### src/rtl/k_fifo2_pkg.sv
// Shared state encoding and sizing for the 2-deep FIFO controller.
package k_fifo2_pkg;

    localparam int STATE_W    = 2;
    localparam int FIFO_DEPTH = 2;

    typedef enum logic [STATE_W-1:0] {
        EMPTY = 2'b00,
        ONE   = 2'b01,
        FULL  = 2'b10
    } state_e;

    function automatic logic [1:0] state_occ(input state_e s);
        case (s)
            FULL:    return 2'(FIFO_DEPTH);
            ONE:     return 2'd1;
            default: return 2'd0;
        endcase
    endfunction

endpackage

### src/rtl/k_fifo2_ptr.sv
// 1-bit toggling RAM pointer; inc advances it, clr forces it to 0.
// Latency: new value visible after the next posedge. No backpressure.
module k_fifo2_ptr (
    input  logic clk,
    input  logic rst,
    input  logic inc,
    input  logic clr,
    output logic ptr
);

    logic ptr_q;
    logic ptr_d;

    always_comb begin
        ptr_d = ptr_q ^ inc;
        if (clr) begin
            ptr_d = 1'b0;
        end
    end

    always_ff @(posedge clk or posedge rst) begin
        if (rst) begin
            ptr_q <= 1'b0;
        end else begin
            ptr_q <= ptr_d;
        end
    end

    assign ptr = ptr_q;

endmodule

### src/rtl/k_fifo2_ctrl.sv
// 2-deep synchronous FIFO controller over an external 2-entry register RAM.
// Latency: a word pushed at edge N is readable after edge N; 1 word/cycle sustained.
// Backpressure: wr_ready drops only when FULL, independent of rd_ready. Option: K_FIFO2_STATUS_EN.
module k_fifo2_ctrl
    import k_fifo2_pkg::*;
#(
    parameter int data_size = 8
) (
    input  logic                 clk,
    input  logic                 rst,
    input  logic                 wr_valid,
    output logic                 wr_ready,
    input  logic [data_size-1:0] wr_data,
    output logic                 rd_valid,
    input  logic                 rd_ready,
    output logic [data_size-1:0] rd_data,
`ifdef K_FIFO2_STATUS_EN
    output logic [1:0]           occ,
    output logic                 hit_full,
    input  logic                 clr_stat,
`endif
    output logic                 ram_wen,
    output logic                 ram_waddr,
    output logic                 ram_raddr,
    output logic [data_size-1:0] ram_d,
    input  logic [data_size-1:0] ram_q
);

    state_e state_q;
    state_e state_d;
    logic   wptr;
    logic   rptr;
    logic   push;
    logic   pop;
    logic   ptr_clr;

    assign wr_ready = (state_q != FULL);
    assign rd_valid = (state_q != EMPTY);

    // Qualify with rst so no RAM write is issued while reset is held.
    assign push = wr_valid & wr_ready & ~rst;
    assign pop  = rd_valid & rd_ready & ~rst;

    assign ram_wen   = push;
    assign ram_waddr = wptr;
    assign ram_raddr = rptr;
    assign ram_d     = wr_data;
    assign rd_data   = ram_q;

    always_comb begin
        state_d = state_q;
        ptr_clr = 1'b0;
        case (state_q)
            EMPTY: begin
                if (push) state_d = ONE;
            end
            ONE: begin
                if (push && !pop)      state_d = FULL;
                else if (pop && !push) state_d = EMPTY;
            end
            FULL: begin
                if (pop) state_d = ONE;
            end
            default: begin
                state_d = EMPTY;
                ptr_clr = 1'b1;
            end
        endcase
    end

    always_ff @(posedge clk or posedge rst) begin
        if (rst) begin
            state_q <= EMPTY;
        end else begin
            state_q <= state_d;
        end
    end

    k_fifo2_ptr u_wptr (
        .clk (clk),
        .rst (rst),
        .inc (push),
        .clr (ptr_clr),
        .ptr (wptr)
    );

    k_fifo2_ptr u_rptr (
        .clk (clk),
        .rst (rst),
        .inc (pop),
        .clr (ptr_clr),
        .ptr (rptr)
    );

`ifdef K_FIFO2_STATUS_EN
    logic hit_full_q;
    logic hit_full_d;

    // Entering FULL on the same edge as a clear keeps the flag set.
    always_comb begin
        hit_full_d = hit_full_q;
        if (clr_stat) hit_full_d = 1'b0;
        if (state_d == FULL && state_q != FULL) hit_full_d = 1'b1;
    end

    always_ff @(posedge clk or posedge rst) begin
        if (rst) begin
            hit_full_q <= 1'b0;
        end else begin
            hit_full_q <= hit_full_d;
        end
    end

    assign occ      = state_occ(state_q);
    assign hit_full = hit_full_q;
`endif

endmodule

### config.mk
export PLATFORM = sky130hd
export DESIGN_NAME = k_fifo2_ctrl
export DESIGN_NICKNAME = d
export VERILOG_FILES = /design/src/rtl/k_fifo2_pkg.sv /design/src/rtl/k_fifo2_ptr.sv /design/src/rtl/k_fifo2_ctrl.sv
export SDC_FILE = /design/constraint.sdc
export NUM_CORES = 1
export LEC_CHECK = 0
export CORE_MARGIN = 2
export CORE_UTILIZATION = 24
export CTS_CLUSTER_SIZE = 10
export DETAILED_ROUTE_END_ITERATION = 10
export PLACE_DENSITY = 0.75
export SLEW_MARGIN = 20
export SYNTH_ARGS = -nofsm -noshare
export SYNTH_HDL_FRONTEND = slang
export SYNTH_HIERARCHICAL = 1
export SYNTH_SLANG_ARGS = --single-unit
### constraint.sdc
create_clock -name clk -period 1.5 [get_ports clk]
set_input_delay 0.3 -clock clk [delete_from_list [all_inputs] [get_ports clk]]
set_output_delay 0.3 -clock clk [all_outputs]
set_load 0.01 [all_outputs]
Word level (Yosys, flattened, before mapping)
Cells that the tools add are included.
- bitwise operators: 7
- eq/ne operators: 6
- shift operators: 0
- div/mod/pow operators: 0
- magnitude comparators: 0
- add/subtract/negate cells: 0
- $mul: 0
- mux-type cells: 7
- reduce and logical (&&, ||, !) cells: 8
- operator list (kind ; number):
    $mux 2 ; 4
    $ne 2x2->1 const B ; 3
    $pmux 2 s3 ; 1
    $and 1x1->1 ; 4
    $ne 3x3->1 const B ; 1
    $reduce_and 3->1 ; 1
    $reduce_or 3->1 ; 1
    $eq 2x1->1 const B ; 1
    $eq 2x2->1 const B ; 1
    $logic_and 1x1->1 ; 2
    $logic_not 1->1 ; 2
    $logic_not 2->1 ; 1
    $mux 1 ; 2
    $reduce_bool 2->1 ; 1
    $xor 1x1->1 ; 2
    $not 1->1 ; 1
- input port bits: 20
- bits in latches: 0
- RAM bits: 0
- memories: 0
- ROM bits: 0
- logic and storage cells: 31
- output and inout bits: 21
- register bits after elaboration: 4

Logic depth before layout (Yosys ltp)
- word-level depth: 8
- depth in mapped cells: 5
- depth with buffers taken out: 5

Hierarchy
The synthesis kept the hierarchy.
- by module, submodules not included (module ; area each (sq um) ; sequential area each (sq um) ; cells each ; times used):
    k_fifo2_ctrl ; 282.8 ; 50.0 ; 33 ; 1
    k_fifo2_ptr ; 41.3 ; 25.0 ; 4 ; 2

Least setup slack after synthesis
OpenSTA, ideal clock, no wires.
- path kind: flip-flop to flip-flop
- start: register state_q[0]
- end: register state_q[1]
- required time: 1.418 ns
- path buffers: 0
- stages on the path, launching flop included: 6
- path slack: -0.160 ns
- period minus slack after synthesis: 1.660 ns
- arrival: 1.577 ns
- setup time: 0.082 ns
- path through: dfrtp_1 -> or2b_2 -> and3_1 -> ha_1 -> nand3b_1 -> o22ai_1
- longest elaborated chain between the ends: 7
- elaborated cells on any way between the ends: 19
- classes of those cells: eq/ne (6); mux (2); bitwise (4); reduce/logical (7)
- RTL lines (item ; line ; text):
    start: declaration ; k_fifo2_ctrl.sv:29 ; state_e state_q;
    start signal: assignment ; k_fifo2_ctrl.sv:75 ; state_q <= state_d;
    $ne 2x2->1 * ; k_fifo2_ctrl.sv:37 ; assign wr_ready = (state_q != FULL);
    net wr_ready ; k_fifo2_ctrl.sv:12 ; output logic wr_ready,
    $and 1x1->1 * (2 in a row) ; k_fifo2_ctrl.sv:41 ; assign push = wr_valid & wr_ready & ~rst;
    net ram_wen ; k_fifo2_ctrl.sv:22 ; output logic ram_wen,
    $logic_not 1->1 ; k_fifo2_ctrl.sv:59 ; else if (pop && !push) state_d = EMPTY;
    $logic_and 1x1->1 ; k_fifo2_ctrl.sv:59 ;
    $ne 3x3->1 (no source line) ; - ;
    $reduce_and 3->1 (no source line) ; - ;
Mark *: on every way through the listed nets, which the timed path passes. The rest lies on a longest branch.
A chain may end at the register's enable or synchronous reset.

Worst setup path after layout
- start: register state_q[0]
- end: register state_q[1]
- longest elaborated chain between the ends: 7
- elaborated cells on any way between the ends: 19
- classes of those cells: eq/ne (6); mux (2); bitwise (4); reduce/logical (7)
- RTL lines (item ; line):
    $ne 2x2->1 or $reduce_bool 2->1 (tied branches) ; k_fifo2_ctrl.sv:37, k_fifo2_ctrl.sv:38
    $and 1x1->1 (on tied branches) (2 in a row) ; k_fifo2_ctrl.sv:41, k_fifo2_ctrl.sv:42
    $logic_not 1->1 (on tied branches) ; k_fifo2_ctrl.sv:59, k_fifo2_ctrl.sv:58
    $logic_and 1x1->1 (on tied branches) ; k_fifo2_ctrl.sv:59, k_fifo2_ctrl.sv:58
    $ne 3x3->1 (no source line) or $mux 2 (tied branches) ; -
    $reduce_and 3->1 (no source line) or $pmux 2 s3 (tied branches) ; -
Parallel ways exist; a longest one is shown, timed or not.

==> flow_summary_export.csv <==
group,metric,value,unit
power_and_ir_drop,p_seq_share,29.4,%
layout,final_area,463,um^2
sta,fmax,639,MHz
layout,diodes,0,
die,row_count,14,
sta,layout_setup_ws,-0.0641,ns
logic_synthesis,yosysUniqueCellTypes,18,
clock_tree,cts.sinks,4,
sta,worst_slew_pin_slew,0.134,ns
sta,grt_setup_unrepaired,"true",
die,coreArea,1470,um^2
sta,setup-violations-final,1,
routing,avgRoutedWirePerCell,13.5,um
logic_synthesis,synth_top_family_by_area,"buffers and inverters",
logic_synthesis,synth_nets,62,
layout,num-nets-final,69,
power_and_ir_drop,p_int,0.430,mW
power_and_ir_drop,leakage,0.223,nW
routing,first_pass_iters,2,
global_routing,grt_max_degree,6,
die,initial_core_util,24.8,%
power_and_ir_drop,swShare,32.6,%
place,hpwl,619,um
global_routing,antenna_found_initial,0,
sta,timing.max_slew.rel_slack,91.0,%
critical_path,crit_arrival,1.71,ns
logic_synthesis,synth_area,365,um^2
layout,nFillCells,172,
clock_tree,root_buffer,"clkbuf_4",
power_and_ir_drop,finalPower,0.637,mW
global_routing,grt_pass1_vias,312,
sta,final.setup_skew,0.000283,ns
routing,postRouteAntennaNets,0,
die,ioPinCount,41,
clock_tree,insertion_delay,0.23,ns
power_and_ir_drop,switchingPower,0.208,mW
run_status,status,"complete, but fails checks",
logic_synthesis,synthAdderAreaFrac,3.42,%
die,die_h,43.0,um
clock_tree,clk_path_buf_depth,2,
clock_tree,cts_made_buffers,3,
critical_path,end_kind,"flip-flop",
logic_synthesis,ys_seq_area_share,27.4,%
power_and_ir_drop,vdd_drop_max,422,uV
logic_synthesis,post_synth_inst_count,41,
power_and_ir_drop,power.density,1380,nW/um^2
sta,fin_crit,1.56,ns
sta,slew_viol_final,0,
layout,seq_area,100,um^2
die,die_w,43.0,um
routing,via_per_inst,4.34,
power_and_ir_drop,clkPwrFrac,20.4,%
die,die_area,1850,um^2
run_status,failed_checks,"setup timing",
logic_synthesis,synth_compound_gate_area_share,5.14,%
routing,vias,269,
job,maxCapViolCount,0,
clock_tree,htreeDepth,1,
sta,fin_crit_sh,104,%
worst_hold_path,min_path_type,"primary input to async pin",
sta,hold_violations,0,
place,gp_congestion,0.691,
routing,routed_wl,837,um
logic_synthesis,ys_ff_latch,4,
critical_path,crit_fanout,4,
layout,post_route_cells_drive_above_1_share,54.3,%
logic_synthesis,synthMuxAreaShare,0,%
layout,syn_to_final_growth,26.7,%
logic_synthesis,synthSimpleGateAreaFrac,23.3,%
clock_tree,postCtsHoldBufs,0,
critical_path,path_class,"flip-flop to flip-flop",
layout,multiInputGateArea,165,um^2
logic_synthesis,synth_xor_area_share,4.79,%
logic_synthesis,postSynthAreaPerCell,8.91,um^2
clock_tree,cts.clk_slew.worst_paths,0.04,ns
place,portBuffers,8,
global_routing,grtUsageTotal,9.62,%
global_routing,overflow,0,
routing,drc,0,
critical_path,critPathRequiredTime,1.65,ns
global_routing,grt_pass1_wl,1290,um
place,placed_area,418,um^2
critical_path,cp-start-kind,"flip-flop",
routing,dr.first_iter.drc_count,1,
clock_tree,cts_tree,"done",
power_and_ir_drop,comb_power_share,50.2,%
logic_synthesis,yosysWarnings,6,
layout,fin_util,31.5,%
-- synthesized netlist by cell type, drive strengths merged --
cell type	n	share of area, %
buf	16	33
dfrtp	4	27
inv	3	3.1
and2	2	3.8
nand3b	2	4.1
nor2	2	2.1
or2b	2	4.5
xnor2	2	4.8
and3	1	1.7
ha	1	3.4
nand2	1	1.0
nor2b	1	1.7
o211ai	1	3.4
o22ai	1	1.7
or2	1	1.7
or4b	1	2.7
-- final cells by class --
class / instances / area share (%)
Inverter: 3 / 2.43
Clock buffer: 3 / 4.86
Multi-Input combinational cell: 18 / 35.7
Tap cell: 16 / 4.32
Sequential cell: 4 / 21.6
Timing Repair Buffer: 18 / 31.1
-- through the flow --
step | worst slack, ns | hold slack (ns) | std cells | setup TNS (ns)
final | -0.0641 | 0.376 | 62 | -0.0641
after global routing | -0.115 | 0.405 | 62 | -0.136
after CTS | -0.0410 | 0.370 | 61 | -0.0410
after detailed placement | -0.317 | 0.521 | 56 | -0.907
after global placement | -0.307 | 0.531 | 56 | -0.863
after floorplan | 0.0447 | 0.0287 | 41 | 0
-- cells by family (layout without fill, tap and decap cells) --
logic type      after synthesis  count (layout)
compound gates                2               2
xor+xnor                      2               2
fa+ha+maj                     1               1
buf+inv                      19              24
flops                         4               4
simple gates                 13              13
-- state kept, by name (all words and copies together) (netlist names) --
signal / flops
state_q: 2
u_rptr/ptr: 1
u_wptr/ptr: 1
-- final timing paths --
path | slack (ns) | end | startpoint | depth (start not counted)
setup / recovery | -0.06 | state_q[1]$_DFFE_PP0P_ | state_q[0]$_DFFE_PP0P_ | 6
hold / removal | 0.38 | state_q[0]$_DFFE_PP0P_ | rst | 3
setup reg to reg | -0.06 | state_q[1]$_DFFE_PP0P_ | state_q[0]$_DFFE_PP0P_ | 6
hold reg to reg | 0.55 | u_rptr/ptr$_DFF_PP0_ | u_rptr/ptr$_DFF_PP0_ | 2
max in group asynchronous | 1.01 | u_wptr/ptr$_DFF_PP0_ | rst | 3
min in group clk | 0.55 | u_rptr/ptr$_DFF_PP0_ | u_rptr/ptr$_DFF_PP0_ | 2
-- power by group through the flow --
stage	combinational, mW	sequential [mW]	clock, mW
finish	0.320	0.188	0.130
global route	0.355	0.192	0.144
CTS	0.319	0.188	0.141
detailed placement	0.318	0.191	0
global placement	0.303	0.190	0
floorplan	0.174	0.202	0
-- worst max-delay path, cell delays in order, from the launching register on --
cell and delay [ns]:
dfrtp_1 0.39, or2b_4 0.26, and3_4 0.17, buf_6 0.12, ha_4 0.20, nand3b_1 0.18
o22ai_2 0.17
-- cells in the final DEF, fill, tap and decap left out --
cell type,netlist,layout
ha_4,0,1
and3_4,0,1
and2_1,1,1
or2_2,1,1
nand2_2,0,1
or2b_1,1,1
o22ai_2,0,1
and2_2,1,1
or2b_4,0,1
nor2b_2,0,1
clkbuf_4,0,3
xnor2_1,2,2
o211ai_2,1,1
nor2_1,2,2
nand3b_1,2,2
inv_1,3,3
dfrtp_1,4,4
buf_6,0,1
buf_4,16,9
or4b_1,1,1
clkbuf_2,0,1
clkdlybuf4s50_1,0,5
buf_2,0,2
-- repair_timing --
item / in CTS / in global routing
buffers inserted: 2 / 1
resized for setup: 12 / 3
pin swaps: 2 / 1
endpoints found under the setup margin: 5 / 4
-- per-layer routing --
layer  GRT usage (%)  wire [um]  vias up
met5               0          0        -
met4            6.67          0        0
met3            3.83         85        0
met2            15.5        451       12
met1            10.2        300      130
li1                -          -      127
No activity file was read; power rests on OpenSTA's default activity.
==> edit: new RTL, same flow settings <==
`data_size`: 8 -> 4.
--- a/src/rtl/k_fifo2_ctrl.sv
+++ b/src/rtl/k_fifo2_ctrl.sv
@@ -4,7 +4,7 @@
 module k_fifo2_ctrl
     import k_fifo2_pkg::*;
 #(
-    parameter int data_size = 8
+    parameter int data_size = 4
 ) (
     input  logic                 clk,
     input  logic                 rst,
Ports: changed (resized ram_d, ram_q, rd_data and wr_data); port bits go from 41 to 25. The function was not compared with the original's and may differ.
==> edit against the original RTL <==
The run still ends with negative setup slack left. Sequential cell count stayed put. Area after synthesis is 16% lower. Total power hardly changed. Cell count is 3.2% lower. Fmax is 1.1% higher. Sequential share of layout area is 0.24 points higher. Routed wire length is 19% lower. Setup slack better by 0.017 ns. Utilization is 8.7 points higher. Cell area is 1.1% lower.
==> edit: results (changes against the original RTL) <==
- Outcome: finished with violations
- Failing checks: negative setup slack
- Post-layout util: 0.401 (+0.0867)
- Vias in the first global route: 260 (-17%)
- Post-DP Area: 415 µm² (-0.60%)
- HPWL Detailed: 564 µm (-8.8%)
- Worst-margin pin slew: 0.130 ns (-0.00355 ns)
- Register area share after synthesis: 0.328 (+0.0539)
- Global-route wire length before repair: 1060 µm (-18%)
- Metal2 WL: 378 µm (-16%)
- Flop pwr share: 0.293 (about the same)
- Final WS setup: -0.0469 ns (+0.0172 ns)
- Final setup fails: 1 (unchanged)
- Layout cells sized above 1: 0.522 (-0.0217)
- Syn_nets: 46 (-26%)
- Worst Path Arrival: 1.69 ns (-0.02 ns)
- Final Net Count: 61 (-12%)
- Met1 usage: 0.114 (+0.0122)
- Skew final: 0.00337 ns (+0.00308 ns)
- Worst vdd ir: 0.000444 V (+5.2%)
- Met1 WL: 241 µm (-20%)
- Synth Area per Inst: 9.25 µm² (+3.8%)
- Synth area leaders: dfrtp_1 33%, buf_4 20%, xnor2_1 5.7%
- Pre-CTS setup slack: -0.305 ns (+0.0122 ns)
- Area fraction in compound gates after synthesis: 0.0615 (+0.0101)
- Layout Cells excl Fill: 60 (-3.2%)
- 1st-iter DRT viols: 0 (-1)
- P_int: 0.440 mW (+2.3%)
- Cells after DPL: 54 (-3.6%)
edit: cell types whose count changed after synthesis, sizes merged:
| cell | change |
|---|---|
| buf | -8 |
edit: layout make-up:
cell class | count | share of cell area
Tap cell | 14 | 0.0383
Inverter | 3 | 0.0246
Timing Repair Buffer | 18 | 0.314
Sequential cell | 4 | 0.219
Multi-Input combinational cell | 18 | 0.355
Clock buffer | 3 | 0.0492
edit: path summary, 6_finish.rpt:
kind                                        startpoint                     end  slack (ns)
worst max-delay path            state_q[0]$_DFFE_PP0P_  state_q[1]$_DFFE_PP0P_       -0.05
worst min-delay path                               rst  state_q[0]$_DFFE_PP0P_        0.37
worst max register to register  state_q[0]$_DFFE_PP0P_  state_q[1]$_DFFE_PP0P_       -0.05
worst min register to register    u_rptr/ptr$_DFF_PP0_    u_rptr/ptr$_DFF_PP0_        0.53
max in group asynchronous                          rst    u_rptr/ptr$_DFF_PP0_        1.02
min in group clk                  u_rptr/ptr$_DFF_PP0_    u_rptr/ptr$_DFF_PP0_        0.53
